--- src/rtl/mem_pkg.sv ---
// mem_pkg: shared SDRAM widths and arbiter state encoding
//   SDRAM_AW    SDRAM word-address width
//   SDRAM_DW    SDRAM data width
//   arb_state_t arbiter FSM states
package mem_pkg;
   localparam int SDRAM_AW = 23;
   localparam int SDRAM_DW = 16;
   typedef enum logic [1:0] {IDLE, BUSY, RELEASE} arb_state_t;
endpackage

--- src/rtl/rr_picker.sv ---
// rr_picker: combinational round-robin pick of the first requester at or above ptr
//   req      in  per-port request
//   ptr      in  highest-priority port index
//   win      out one-hot winner (all zero when nobody requests)
//   win_idx  out index of the winner
module rr_picker #(
   parameter int NUM_PORTS = 4,
   localparam int PW = $clog2(NUM_PORTS)
) (
   input  logic [NUM_PORTS-1:0] req,
   input  logic [PW-1:0]        ptr,
   output logic [NUM_PORTS-1:0] win,
   output logic [PW-1:0]        win_idx
);
   int   j;
   logic found;
   always_comb begin
      win = '0;
      win_idx = '0;
      found = 1'b0;
      j = 0;
      for (int i = 0; i < NUM_PORTS; i++) begin
         j = int'(ptr) + i;
         j = j >= NUM_PORTS ? j - NUM_PORTS : j;
         if (!found && req[PW'(j)]) begin
            found = 1'b1;
            win[PW'(j)] = 1'b1;
            win_idx = PW'(j);
         end
      end
   end
endmodule

--- src/rtl/sdram_port_arbiter.sv ---
// sdram_port_arbiter: round-robin sharing of one SDRAM access port among NUM_PORTS requesters
//   clk, rst               clock, asynchronous active-high reset
//   req/req_rw/req_addr/req_wdata  per-port request, direction (1 = write), address, write data
//   gnt                    one-hot grant held from BUSY entry through RELEASE
//   port_done/port_err     one-cycle completion / abort pulse to the granted port
//   rdata                  read data, valid with port_done
//   timeout_flag           sticky abort indicator
//   SDRAM_*                single SDRAM access interface
module sdram_port_arbiter
   import mem_pkg::*;
#(
   parameter int NUM_PORTS = 4,
   parameter int TIMEOUT   = 255,
   localparam int PW = $clog2(NUM_PORTS)
) (
   input  logic                               clk,
   input  logic                               rst,
   input  logic [NUM_PORTS-1:0]               req,
   input  logic [NUM_PORTS-1:0]               req_rw,
   input  logic [NUM_PORTS-1:0][SDRAM_AW-1:0] req_addr,
   input  logic [NUM_PORTS-1:0][SDRAM_DW-1:0] req_wdata,
   output logic [NUM_PORTS-1:0]               gnt,
   output logic [NUM_PORTS-1:0]               port_done,
   output logic [NUM_PORTS-1:0]               port_err,
   output logic [SDRAM_DW-1:0]                rdata,
   output logic                               timeout_flag,
   output logic                               SDRAM_as,
   output logic                               SDRAM_rw,
   output logic [SDRAM_AW-1:0]                SDRAM_addr,
   output logic [SDRAM_DW-1:0]                SDRAM_data_write,
   input  logic [SDRAM_DW-1:0]                SDRAM_data_read,
   input  logic                               SDRAM_done
);
   arb_state_t           state;
   logic [PW-1:0]        ptr;
   logic [NUM_PORTS-1:0] win;
   logic [PW-1:0]        win_idx;
   logic [7:0]           cnt;
   logic                 lat_rw;
   logic [SDRAM_AW-1:0]  lat_addr;
   logic [SDRAM_DW-1:0]  lat_wdata;
   logic                 busy_end;

   rr_picker #(.NUM_PORTS(NUM_PORTS)) u_pick (
      .req     (req),
      .ptr     (ptr),
      .win     (win),
      .win_idx (win_idx)
   );

   // strobe drops in the very cycle done is seen so the SDRAM never restarts
   assign SDRAM_as         = state == BUSY && !SDRAM_done;
   assign SDRAM_rw         = lat_rw;
   assign SDRAM_addr       = lat_addr;
   assign SDRAM_data_write = lat_wdata;
   // done wins over a coincident timeout
   assign busy_end         = SDRAM_done || cnt == 8'(TIMEOUT - 1);

   always_ff @(posedge clk or posedge rst) begin
      if (rst) begin
         state        <= IDLE;
         ptr          <= '0;
         gnt          <= '0;
         port_done    <= '0;
         port_err     <= '0;
         rdata        <= '0;
         timeout_flag <= 1'b0;
         cnt          <= '0;
         lat_rw       <= 1'b0;
         lat_addr     <= '0;
         lat_wdata    <= '0;
      end else begin
         port_done <= '0;
         port_err  <= '0;
         case (state)
            IDLE: if (|req) begin
               state     <= BUSY;
               gnt       <= win;
               ptr       <= win_idx == PW'(NUM_PORTS - 1) ? '0 : win_idx + 1'b1;
               cnt       <= '0;
               lat_rw    <= req_rw[win_idx];
               lat_addr  <= req_addr[win_idx];
               lat_wdata <= req_wdata[win_idx];
            end
            BUSY: if (busy_end) begin
               state        <= RELEASE;
               port_done    <= gnt;
               port_err     <= SDRAM_done ? '0 : gnt;
               rdata        <= SDRAM_done && !lat_rw ? SDRAM_data_read : '0;
               timeout_flag <= timeout_flag | !SDRAM_done;
            end else begin
               cnt <= cnt + 8'd1;
            end
            RELEASE: if (!SDRAM_done) begin
               state <= IDLE;
               gnt   <= '0;
            end
            default: state <= IDLE;
         endcase
      end
   end
endmodule
--- config.mk ---
export PLATFORM = sky130hd
export DESIGN_NAME = sdram_port_arbiter
export DESIGN_NICKNAME = d
export VERILOG_FILES = /design/src/rtl/mem_pkg.sv /design/src/rtl/rr_picker.sv /design/src/rtl/sdram_port_arbiter.sv
export SDC_FILE = /design/constraint.sdc
export NUM_CORES = 1
export LEC_CHECK = 0
export CAP_MARGIN = 20
export CORE_MARGIN = 2
export CORE_UTILIZATION = 35
export CTS_CLUSTER_SIZE = 16
export DETAILED_ROUTE_END_ITERATION = 8
export GPL_TIMING_DRIVEN = 0
export HOLD_SLACK_MARGIN = 0.05
export PLACE_DENSITY = 0.68
export SYNTH_ARGS = -nofsm -noshare
export SYNTH_HDL_FRONTEND = slang
export SYNTH_SLANG_ARGS = --single-unit
--- constraint.sdc ---
create_clock -name clk -period 6.25 [get_ports clk]
set_input_delay 1.25 -clock clk [delete_from_list [all_inputs] [get_ports clk]]
set_output_delay 1.25 -clock clk [all_outputs]
set_load 0.01 [all_outputs]
**Yosys cells after proc, flatten, opt, wreduce, memory -nomap -nowiden**

Cells that the tools add are included.

- Add/subtract/negate cells: 9
- $lt $le $gt $ge: 13
- Equal/unequal tests: 8
- Bitwise operators: 4
- Reductions and logical operators: 24
- Mux-type cells: 58

Operators with widths:

| cell | count |
|---|---|
| $bmux 23 s2 | 1 |
| $mux 4 | 11 |
| $bmux 16 s2 | 1 |
| $mux 16 | 2 |
| $mux 2 | 12 |
| $mux 23 | 1 |
| $lt 2x4->1 const B | 4 |
| $mux 1 | 16 |
| $mux 8 | 2 |
| $pmux 8 s2 | 1 |
| $or 4x4->4 | 3 |
| $bmux 1 s2 | 5 |
| $ge 3x3->1 const B | 3 |
| $logic_and 1x1->1 | 9 |
| $reduce_and 3->1 | 3 |
| $add 8x1->8 const B | 1 |
| $demux 1 s2 | 4 |
| $eq 8x8->1 const B | 1 |
| $ge 2x1->1 const B | 4 |
| $ne 2x2->1 const B | 4 |
| $pmux 4 s2 | 1 |
| $sub 2x1->2 const B | 4 |
| $add 2x2->3 const B | 2 |
| $pmux 2 s3 | 1 |
| 13 further kinds | 20 |

- Word-level logic and storage cells: 127
- Input bits: 183
- Register bits: 81

**Depth between registers and ports, before layout**

- Depth in word-level cells: 17
- Mapped depth: 15

**Cells and area by module**

From an unflattened synthesis, not the netlist that was laid out.

- Cell total of the unflattened synthesis: 360
- Area total of the unflattened synthesis: 4884.7 sq um

Modules (own cells, without submodules):

| module | sequential area each (sq um) | cells an instance | area each (sq um) | instances |
|---|---|---|---|---|
| sdram_port_arbiter | 2026.9 | 288 | 4311.6 | 1 |
| rr_picker | 0.0 | 72 | 573.0 | 1 |

**Least setup slack after synthesis**

OpenSTA, ideal clock, no wires.

- Path type: reg2reg
- From: reg ptr[0]
- To: reg lat_addr[0] (netlist: SDRAM_addr[0])
- Required time: 6.129 ns
- Path slack: 2.333 ns
- Cell stages (with the launch flop): 14
- Setup time: 0.121 ns
- Arrival: 3.796 ns
- Buffers on the path: 6
- Cells stage by stage: dfrtp_1 buf_6 clkbuf_1 clkbuf_1 clkbuf_1 inv_1 ha_1 mux4_2 or3_1 a32o_1 buf_4 buf_6 a221o_1 a22o_1

- Word-level cells in the longest chain between the ends: 17
- Elaborated cells on any way between the ends: 42
- Those cells by class: add/sub: 7; order compare: 4; mux: 25; reduce/logical: 6

Ends and longest elaborated chain:

| what | RTL line | RTL |
|---|---|---|
| start, declared | sdram_port_arbiter.sv:35 | `logic [PW-1:0] ptr;` |
| start signal, assigned | sdram_port_arbiter.sv:79 | `ptr <= win_idx == PW'(NUM_PORTS - 1) ? '0 : win_idx + 1'b1;` |
| parallel branches: the longest is 14 deep, another holds $add 2x1->3 | - |  |
| $mux 2 * | rr_picker.sv:25 | `if (!found && req[PW'(j)]) begin` |
| $bmux 23 s2 * | sdram_port_arbiter.sv:82 | `lat_addr <= req_addr[win_idx];` |
| $mux 23 (not written as such) * | sdram_port_arbiter.sv:82 |  |
| end signal, assigned | sdram_port_arbiter.sv:82 |  |
| end, declared | sdram_port_arbiter.sv:40 | `logic [SDRAM_AW-1:0] lat_addr;` |

Mark *: on every way between the ends. The select of a mux whose other input is x is not followed.
A chain may end at the register's enable or synchronous reset.

**Worst setup path after layout**

- From: reg ptr[0]
- To: reg lat_addr[4] (netlist: SDRAM_addr[4])

The elaborated chain is that of the path after synthesis.

==> flow_metrics.env <==
export IMPL_status="finished clean"
export IMPL_seqCellArea_sq_um=2030
export IMPL_leakage_nw=3.88
export IMPL_end_kind="flip-flop"
export IMPL_fmax_mhz=206
export IMPL_timing_reg2reg_setup_slack_ns=1.39
export IMPL_root_buffer="clkbuf_16"
export IMPL_place_area_sq_um=8830
export IMPL_n_antenna_cell=0
export IMPL_drtIter0Drc=550
export IMPL_ys_warnings_count=0
export IMPL_finalPower_mw=4.93
export IMPL_grt_pass1_wl_um=35300
export IMPL_ys_ff_latch=81
export IMPL_ys_types=48
export IMPL_floorplan_initialDensity=0.360
export IMPL_cts_sinks=81
export IMPL_rr_worst_depth=15
export IMPL_internal_power_mw=2.65
export IMPL_hold_viol_final=0
export IMPL_fin_tns_setup_ns=0
export IMPL_layout_drive_gt1_share=0.0606
export IMPL_vias=6735
export IMPL_syn2layout_area_growth_pct=51.8
export IMPL_r2r_start="ptr[0]"
export IMPL_yosysTopAreaCellShare=0.337
export IMPL_dieArea_sq_um=18300
export IMPL_hpwlAfterDp_um=17200
export IMPL_die_height_um=135
export IMPL_comb_power_share=0.707
export IMPL_drt_total_wl_um=22700
export IMPL_rows=47
export IMPL_nets=1129
export IMPL_hp_class="flip-flop to flip-flop"
export IMPL_port_buffers=251
export IMPL_slew_headroom=0.240
export IMPL_die_x_um=135
export IMPL_cts_clk_slew_worst_paths_ns=0.06
export IMPL_start_kind="flip-flop"
export IMPL_num_io_pins=253
export IMPL_cts_resized=0
export IMPL_ys_flop_type="dfrtp_1"
export IMPL_maxSlewViolCount=0
export IMPL_min_period_ns=4.86
export IMPL_num_fill_cells=1560
export IMPL_cts_path_max_buffers=2
export IMPL_overflow=0
export IMPL_wl_per_cell_um=19.6
export IMPL_p_switching_mw=2.28
export IMPL_synth_edff_count=0
export IMPL_tightest_slew_ns=1.11
export IMPL_final_area_sq_um=9130
export IMPL_cts_tree="yes"
export IMPL_cp_required_ns=6.48
export IMPL_antenna_found_initial=0
export IMPL_synthTopCellsByArea="dfrtp_1 34%, mux2i_1 8.0%, a221o_1 6.7%"
export IMPL_cts_hold_buffers_added=0
export IMPL_min_from="timeout_flag"
export IMPL_synthCells=673
export IMPL_post_cts_buffers=0
export IMPL_pwr_share_clk=0.108
export IMPL_grt_pass1_vias=6550
export IMPL_p_sw_frac=0.463
export IMPL_track_usage=0.246
export IMPL_multi_input_area_sq_um=3420
export IMPL_min_to="timeout_flag"
export IMPL_drc=0
export IMPL_syn_area_per_cell_sq_um=8.94
export IMPL_core_area_sq_um=16700
export IMPL_cts_buffers=9
export IMPL_rsz0062_at_grt="false"
export IMPL_max_cap_violations=0
export IMPL_yosysSeqAreaShare=0.337
export IMPL_syn_nets=866
export IMPL_synthArstFlopShare=1.00
export IMPL_finalCritPeriodShare=0.777
export IMPL_clock_latency_ns=0.35
export IMPL_timing_rr_end="SDRAM_addr[4]"
export IMPL_vdd_drop_max_v=0.000206
export IMPL_hold_depth=1
export IMPL_critPathArrivalTime_ns=5.08
export IMPL_gp_congestion=0.860
export IMPL_antenna_left=0
export IMPL_finalSetupViolCount=0
export IMPL_netlist_area_sq_um=6020
export IMPL_power_frac_seq=0.184
export IMPL_worst_clock_skew_ns=0.00796
export IMPL_cp_max_fo=10
export IMPL_htree_levels=3
export IMPL_grt_max_degree=45
export IMPL_yosysTopAreaCell="dfrtp_1"
export IMPL_path_class="flip-flop to flip-flop"
export IMPL_viasPerCell=5.80
export IMPL_power_density_nw_per_um2=540
export IMPL_first_pass_iters=5
-- worst max-delay path, cell delays in order (launching register included) --
cell and delay (ns):
dfrtp_1 0.45, buf_6 0.16, clkbuf_1 0.39, clkbuf_1 0.47
clkbuf_1 0.40, inv_1 0.21, ha_1 0.40, clkbuf_1 0.39
mux2i_1 0.15, o221a_2 0.26, a211oi_1 0.20, buf_2 0.29
buf_4 0.28, mux2i_1 0.32, a31oi_1 0.12, a22o_1 0.22
-- layout make-up --
type                    instances  share of cell area
multi-input cells             463               0.375
clock buffers                   9              0.0247
plain buffers                  84              0.0439
clock inverters                 7             0.00781
repair buffers                252               0.278
well taps                     220              0.0301
inverters                      45              0.0188
flip-flops and latches         81               0.222
-- worst max path at each step --
stage | end | from | slack, ns | cells past startpoint
2_1_floorplan | SDRAM_addr[0] | ptr[0] | 2.33 | 13
3_3_place_gp | SDRAM_data_write[9] | rst | 1.43 | 2
3_5_place_dp | SDRAM_addr[4] | ptr[0] | 1.38 | 15
4_1_cts | SDRAM_addr[4] | ptr[0] | 1.38 | 15
5_1_grt | SDRAM_data_write[3] | ptr[0] | 0.97 | 15
6_report | SDRAM_addr[4] | ptr[0] | 1.39 | 15
-- through the flow --
stage	worst slack, ns	hold slack (ns)	utilization	cells
3_3_place_gp	1.43	0.439	0.527	1144
2_1_floorplan	2.33	0.493	-	673
4_1_cts	1.38	0.465	0.547	1161
3_5_place_dp	1.38	0.452	0.529	1145
5_1_grt	0.971	0.481	0.547	1161
6_report	1.39	0.464	0.547	1161
-- power by group through the flow --
stage                     Combinational [mW]  Clock, mW  Sequential, mW
final                                   3.49      0.534           0.909
after floorplan                         2.18          0           0.977
after detailed placement                3.49          0           0.911
after global routing                    3.78      0.566           0.935
after global placement                  3.45          0           0.911
after CTS                               3.49      0.543           0.908
-- synthesized netlist by cell type (17+ instances only) --
cell type and number:
nand2_1 89, dfrtp_1 81, clkbuf_1 55, mux2i_1 48, inv_1 45, a31oi_1 41, a221o_1 40, a22o_1 40
o2111ai_1 40, o221ai_1 40, nand3_1 21, o21ai_0 18, buf_2 17
-- state kept, by name, summed over array words and instances (netlist names) --
name / count
SDRAM_addr: 23
SDRAM_data_write: 16
rdata: 16
cnt: 8
gnt: 4
port_done: 4
port_err: 4
ptr: 2
state: 2
SDRAM_rw: 1
timeout_flag: 1
-- routing by layer --
| metal | GRT usage | part of all wire | vias up |
|---|---|---|---|
| li1 | - | - | 3139 |
| met1 | 0.321 | 0.43 | 3235 |
| met2 | 0.411 | 0.48 | 330 |
| met3 | 0.0518 | 0.079 | 31 |
| met4 | 0.0764 | 0.019 | 0 |
| met5 | 0 | 0 | - |
-- logic make-up after synthesis --
kind of cell    count (synthesis)  share of synthesized area
compound gates                239                      0.326
simple gates                  153                      0.112
buf+inv                       129                     0.0946
flops                          81                      0.337
mux                            55                      0.100
fa+ha+maj                      10                     0.0208
xor+xnor                        6                    0.00874
-- placed cells by master, fill, tap and decap left out, drive strengths merged, types with 4 or more instances in the layout --
cell,Yosys,final
buf,29,30
and3,5,5
o21ai,19,19
o221ai,40,40
nor2,15,15
xor2,5,5
nand2,89,89
a221o,40,40
dfrtp,81,81
mux2i,48,48
mux4,4,4
clkdlybuf4s50,0,251
inv,45,45
clkbuf,55,64
a22o,40,40
a31oi,41,41
nand3,21,21
ha,10,10
and2,4,4
o2111ai,40,40
Note: power is estimated with default switching activity, not from simulation.
